## src/rtl/sorted_vector_serializer.sv

```systemverilog
// Single-entry buffer that captures one ascending-sorted packed vector and streams it out smallest-first.
// Optional macro SORTED_VECTOR_SERIALIZER_ORDER_CHECK_EN adds a sticky order_err output flagging unsorted captures.
module sorted_vector_serializer #(
    parameter  int WIDTH = 3,
    parameter  int N     = 8,
    localparam int IW    = $clog2(N)
) (
    input  logic               clk,
    input  logic               rst,
    input  logic               in_valid,
    output logic               in_ready,
    input  logic [N*WIDTH-1:0] in_data,
    output logic               out_valid,
    input  logic               out_ready,
    output logic [WIDTH-1:0]   out_data,
    output logic [IW-1:0]      out_index,
    output logic               out_last,
    output logic               busy
`ifdef SORTED_VECTOR_SERIALIZER_ORDER_CHECK_EN
    ,
    output logic               order_err
`endif
);

    typedef enum logic {
        IDLE,
        SEND
    } state_t;

    state_t           state_q, state_d;
    logic [IW-1:0]    idx_q, idx_d;
    logic [WIDTH-1:0] buf_q [N];
    logic [WIDTH-1:0] in_elem [N];
    logic             beat_xfer;
    logic             is_last;
    logic             capture;

    for (genvar gi = 0; gi < N; gi++) begin : g_unpack
        assign in_elem[gi] = in_data[gi*WIDTH +: WIDTH];
    end

    assign is_last   = (idx_q == IW'(N - 1));
    assign beat_xfer = (state_q == SEND) && out_ready;
    // Accepting on the last beat lets consecutive vectors stream with no bubble.
    assign in_ready  = !rst && ((state_q == IDLE) || (beat_xfer && is_last));
    assign capture   = in_valid && in_ready;

    always_comb begin
        state_d = state_q;
        idx_d   = idx_q;
        case (state_q)
            IDLE: begin
                if (capture) begin
                    state_d = SEND;
                    idx_d   = '0;
                end
            end
            SEND: begin
                if (beat_xfer) begin
                    if (is_last) begin
                        idx_d   = '0;
                        state_d = capture ? SEND : IDLE;
                    end else begin
                        idx_d = idx_q + IW'(1);
                    end
                end
            end
            default: begin
                state_d = IDLE;
                idx_d   = '0;
            end
        endcase
    end

    always_ff @(posedge clk) begin
        if (rst) begin
            state_q <= IDLE;
            idx_q   <= '0;
            for (int i = 0; i < N; i++) begin
                buf_q[i] <= '0;
            end
        end else begin
            state_q <= state_d;
            idx_q   <= idx_d;
            if (capture) begin
                buf_q <= in_elem;
            end
        end
    end

    assign out_valid = (state_q == SEND);
    assign busy      = (state_q == SEND);
    assign out_data  = buf_q[idx_q];
    assign out_index = idx_q;
    assign out_last  = (state_q == SEND) && is_last;

`ifdef SORTED_VECTOR_SERIALIZER_ORDER_CHECK_EN
    logic [N-2:0] unsorted;
    logic         order_err_q;

    for (genvar gi = 0; gi < N - 1; gi++) begin : g_order
        assign unsorted[gi] = (in_elem[gi+1] < in_elem[gi]);
    end

    always_ff @(posedge clk) begin
        if (rst) begin
            order_err_q <= 1'b0;
        end else if (capture && (|unsorted)) begin
            order_err_q <= 1'b1;
        end
    end

    assign order_err = order_err_q;
`endif

endmodule

```

## config.mk

```make
export PLATFORM = sky130hd
export DESIGN_NAME = sorted_vector_serializer
export DESIGN_NICKNAME = d
export VERILOG_FILES = /design/src/rtl/sorted_vector_serializer.sv
export SDC_FILE = /design/constraint.sdc
export NUM_CORES = 1
export LEC_CHECK = 0
export CORE_MARGIN = 1.5
export CORE_UTILIZATION = 50
export DETAILED_ROUTE_END_ITERATION = 8
export PLACE_DENSITY = 0.93
export SYNTH_ARGS = -nofsm -noshare
export SYNTH_HDL_FRONTEND = slang
export SYNTH_SLANG_ARGS = --single-unit
```

## constraint.sdc

```tcl
create_clock -name clk -period 5.2 [get_ports clk]
set_input_delay 1.04 -clock clk [delete_from_list [all_inputs] [get_ports clk]]
set_output_delay 1.04 -clock clk [all_outputs]
set_load 0.03 [all_outputs]
```

==> impl_metrics.yaml, run 1 <==
sta:
  slew_viol_final: 0
  slew_headroom_pct: 24.26
  clock.fmax_mhz: 282.9
  finalClockSkew_ps: 3.710
  setup_viol: 0
  finalHoldViolCount: 0
  rsz0062_at_grt: "no"
  min_period_ps: 3535
  tns_ps: 0
  worst_pin_slew_ps: 1135
  period_share_pct: 67.99
synthesis:
  yosys_warnings: 0
  syn_nets: 139
  syn_avg_cell_area_sq_um: 12.17
  synth_area_leader_cell: "dfxtp_1"
  synth_top_cells_by_area: "dfxtp_1 42%, mux2_2 23%, nor2b_1 11%, mux4_2 10%, nor2_1 2.0%"
  synth_cell_types: 15
  seq_area_frac_synth_pct: 42.26
  synth_top_area_share_pct: 42.26
  synth_seq_cells: 28
  syn_area_sq_um: 1326
  synth_cells: 109
finish:
  ff_latch_area_sq_um: 560.5
  nets: 174
  insertedDiodeCount: 0
  fillers: 195
  multi_input_area_sq_um: 713.2
  final_cell_mix: "37 x clkdlybuf4s50_1, 28 x dfxtp_1, 27 x mux2_2, 24 x nor2b_1, 7 x nor2_1"
  layout_commonest_cell: "clkdlybuf4s50_1"
  area_growth_pct: 30.09
  drive_gt1_share_pct: 27.97
power_and_ir_drop:
  sw_frac_of_total_pct: 23.77
  ir_drop_uv: 145.6
  power_frac_seq_pct: 56.0
  powerDensity_nw_per_um2: 245.4
  p_clk_share_pct: 25.2
  p_total_uw: 423.4
  p_leak_uw: 0.0006715
  internal_power_uw: 322.8
  power_frac_comb_pct: 18.8
  p_switching_uw: 100.7
clocking:
  h-tree-depth: 1
  cts_resized: 0
  cts_setup_buffers: 0
  cts_root_buf: "clkbuf_4"
  cts_made_buffers: 3
  cts.clk_slew.worst_paths_ps: 150
  clk_latency_ps: 330
  cts_tree: "yes"
  clkSinkCount: 28
  hold_buffers: 0
  max-clock-path-buffers: 2
setup_path:
  crit_path_start_kind: "input pin"
  crit_required_ps: 4160
  path_class: "in2out"
  endpoint_kind: "output port"
  arrival_ps: 2500
  crit_fanout: 5
grt:
  grt_overflow: 0
  grt_pass1_vias: 952
  grt_first_pass_wirelength_um: 3974
  antenna_found_initial: 0
  grt_max_degree: 31
  track_usage_pct: 18.99
floorplanning:
  die_h_um: 54.50
  rows: 18
  start_util_pct: 53.05
  fp.dieW_um: 54.50
  core_area_sq_um: 2500
  die-area_sq_um: 2970
  io_pins: 38
route:
  drc: 0
  drtPass1Iterations: 4
  avgViaCountPerCell: 5.272
  drt_iter0_drc: 4
  ant_nets: 0
  wl_per_cell_um: 14.02
  drt_wl_total_um: 2425
  vias: 912
placed_design:
  io_buffers: 37
  gp_congestion: 0.6728
  place_hpwl_um: 1802
worst_hold_path:
  hp-class: "reg2reg"
run:
  maxCapViolations: 0
outcome:
  status: "complete, no violations"
## state kept, by name (all words and copies together) (netlist names)
name / count
buf_q: 24
out_index: 3
busy: 1
## power groups by stage
stage                     Sequential, uW  Clock (uW)  Combinational, uW
after floorplan                      240           0               47.3
after global placement               241           0               77.7
after detailed placement             242           0               80.1
after CTS                            237         109               80.4
after global routing                 239         117               85.1
final                                237         107               79.5
## critical path, stage by stage
cell and delay (ps):
clkdlybuf4s50_1 570, a21boi_2 120, nor2_1 90, clkdlybuf4s50_1 670
## through the flow
| stage | instance area, sq um | hold WS [ps] | setup slack [ps] | instances | utilization [%] |
|---|---|---|---|---|---|
| global route | 1725 | 663.3 | 1608 | 173 | 69.02 |
| global placement | 1689 | 577.0 | 1694 | 169 | 67.57 |
| floorplan | 1326 | 563.8 | 2333 | 109 | - |
| finish | 1725 | 628.9 | 1665 | 173 | 69.02 |
| CTS | 1725 | 633.7 | 1668 | 173 | 69.02 |
| detailed placement | 1689 | 594.0 | 1673 | 169 | 67.57 |
## kinds of logic after synthesis
logic type,Yosys count,share of synthesized area [%]
AND/OR/NAND/NOR,33,15.19
buffers and inverters,8,3.962
AO/OA/AOI/OAI,4,2.830
flip-flops,28,42.26
multiplexers,34,33.87
adder cells (fa/ha/maj),2,1.886
## worst paths after layout
kind | start | end | cells past startpoint | slack, ps
max | out_ready | in_ready | 4 | 1660
min | buf_q[15]$_SDFFE_PP0P_ | buf_q[15]$_SDFFE_PP0P_ | 2 | 630
max reg2reg | out_index[0]$_SDFFE_PP0P_ | buf_q[16]$_SDFFE_PP0P_ | 5 | 2590
min reg2reg | buf_q[15]$_SDFFE_PP0P_ | buf_q[15]$_SDFFE_PP0P_ | 2 | 630
## synth_stat cells, drive strengths merged
cell type   n
clkbuf      2
dfxtp      28
nor2b      24
nor3b       1
a32oi       3
mux2       27
a21boi      1
buf         6
mux2i       1
ha          2
mux4        6
and2        1
nor2        7
## per-layer routing
metal / vias up / share of wire, % / global-route usage (%)
met2: 19 / 52 / 35.74
met3: 6 / 2.7 / 2.459
met4: 0 / 2.3 / 10.00
met5: - / 0 / 0
li1: 450 / - / -
met1: 437 / 42 / 20.31
## cell type report
class	instances	area share, %
tap	30	2.175
timing repair buffer	38	21.90
clock buffer	4	2.103
sequential	28	32.49
multi-input combinational	73	41.33
Power figures use the tool's default switching activity.
==> inputs of run 2 (changes only) <==
--- a/config.mk
+++ b/config.mk
@@ -6,9 +6,9 @@
 export NUM_CORES = 1
 export LEC_CHECK = 0
 export CORE_MARGIN = 1.5
-export CORE_UTILIZATION = 50
+export CORE_UTILIZATION = 46
 export DETAILED_ROUTE_END_ITERATION = 8
-export PLACE_DENSITY = 0.93
+export PLACE_DENSITY = 0.88
 export SYNTH_ARGS = -nofsm -noshare
 export SYNTH_HDL_FRONTEND = slang
 export SYNTH_SLANG_ARGS = --single-unit
==> constraint.sdc (replaced) <==
create_clock -name clk -period 3.31 [get_ports clk]
set_input_delay 0.662 -clock clk [delete_from_list [all_inputs] [get_ports clk]]
set_output_delay 0.662 -clock clk [all_outputs]
set_load 0.03 [all_outputs]
==> impl_metrics.yaml, run 2 (synthesis gave the netlist of run 1 again) <==
route:
  ant_nets: 0
  drtPass1Iterations: 4
  wl_per_cell_um: 13.36
  drc: 0
  avgViaCountPerCell: 5.126
  vias: 897
  drt_wl_total_um: 2338
  drt_iter0_drc: 14
floorplanning:
  rows: 19
  io_pins: 38
  die-area_sq_um: 3214
  fp.dieW_um: 56.70
  core_area_sq_um: 2734
  die_h_um: 56.70
  start_util_pct: 48.51
setup_path:
  path_class: "reg2out"
  crit_fanout: 10
  crit_chain: "mux4_2, mux2_2, clkdlybuf4s50_1"
  rrSetupSlack_ps: 1160
  arrival_ps: 2410
  crit_required_ps: 2650
  endpoint_kind: "output port"
  crit_path_start_kind: "flop"
  rr_startpoint: "out_index[0]$_SDFFE_PP0P_"
  cp_slowest_cell: "dfxtp_1"
  slowest_delay_ps: 640
  startpoint: "out_index[0]$_SDFFE_PP0P_"
clocking:
  cts.clk_slew.worst_paths_ps: 150
  clk_latency_ps: 320
  cts_root_buf: "clkbuf_4"
  clkSinkCount: 28
  hold_buffers: 0
  h-tree-depth: 1
  cts_tree: "yes"
  cts_made_buffers: 3
  max-clock-path-buffers: 2
  cts_setup_buffers: 0
  cts_resized: 0
placed_design:
  place_hpwl_um: 1718
  post-place-ws_ps: 532.0
  io_buffers: 37
  gp_congestion: 0.6964
power_and_ir_drop:
  power_frac_seq_pct: 56.1
  internal_power_uw: 507.5
  p_leak_uw: 0.0006767
  p_total_uw: 663.4
  p_switching_uw: 155.9
  ir_drop_uv: 290.5
  sw_frac_of_total_pct: 23.50
  powerDensity_nw_per_um2: 382.6
  power_frac_comb_pct: 18.9
  p_clk_share_pct: 25.0
sta:
  finalHoldViolCount: 0
  min_period_ps: 3067
  finalClockSkew_ps: 6.975
  slew_headroom_pct: 69.05
  setup_viol: 0
  tns_ps: 0
  clock.fmax_mhz: 326.0
  rsz0062_at_grt: "no"
  setup_ws_ps: 242.5
  period_share_pct: 92.67
  slew_viol_final: 0
  worst_pin_slew_ps: 463.6
run:
  maxCapViolations: 0
outcome:
  status: "complete, no violations"
finish:
  final_cell_mix: "37 x clkdlybuf4s50_1, 28 x dfxtp_1, 27 x mux2_2, 24 x nor2b_1, 7 x nor2_1"
  drive_gt1_share_pct: 28.47
  insertedDiodeCount: 0
  top_register: "buf_q"
  area_growth_pct: 30.75
  layout_commonest_cell: "clkdlybuf4s50_1"
  fillers: 209
  nets: 175
  largest_register_ffs: 24
grt:
  track_usage_pct: 15.62
  grt_pass1_vias: 885
  grt_overflow: 0
  antenna_found_initial: 0
  grt_first_pass_wirelength_um: 3905
  grt_max_degree: 30
worst_hold_path:
  hold_start: "buf_q[20]$_SDFFE_PP0P_"
  hp-class: "reg2reg"
[run 2: changes by cell type in the layout (fill, tap and decap cells not counted), sizes merged]
| cell | previous run | this run |
|---|---|---|
| buf | 1 | 2 |
[run 2: stage by stage]
step | utilization, % | cells | instance area (sq um) | hold slack [ps]
6_report | 63.43 | 175 | 1734 | 620.5
5_1_grt | 63.43 | 175 | 1734 | 654.3
4_1_cts | 63.43 | 175 | 1734 | 626.3
3_5_place_dp | 62.11 | 171 | 1698 | 584.6
3_3_place_gp | 62.11 | 171 | 1698 | 584.2
2_1_floorplan | - | 109 | 1326 | 563.8
[run 2: final cells by class]
| type | count | area (sq um) | share of cell area [%] |
|---|---|---|---|
| flip-flops and latches | 28 | 560.5 | 32.32 |
| repair buffers | 39 | 385.4 | 22.22 |
| multi-input cells | 73 | 713.2 | 41.13 |
| clock buffers | 4 | 36.28 | 2.092 |
| well taps | 31 | 38.79 | 2.237 |
[run 2: critical path, delay by kind of cell, from the launching register on]
kind	cells	cell delay, ps
buffers and inverters	1	590
muxes	2	860
DFF	1	640
[run 2: path summary, 6_finish.rpt]
kind                            endpoint  cells past startpoint
setup / recovery             out_data[2]                      3
hold / removal    buf_q[20]$_SDFFE_PP0P_                      2
setup reg to reg  buf_q[10]$_SDFFE_PP0P_                      6
hold reg to reg   buf_q[20]$_SDFFE_PP0P_                      2
[run 2: layer usage]
metal	vias to the layer above	track usage (%)	share of wire [%]
li1	452	-	-
met1	421	20.35	46
met2	22	26.41	50
met3	2	2.304	3.5
met4	0	5.102	0.81
met5	-	0	0
[run 2: power by group through the flow]
stage,registers [uW],clock network (uW),logic [uW]
6_report,372,166,125
5_1_grt,376,184,134
4_1_cts,373,170,126
3_5_place_dp,380,0,126
3_3_place_gp,379,0,123
2_1_floorplan,378,0,74.4
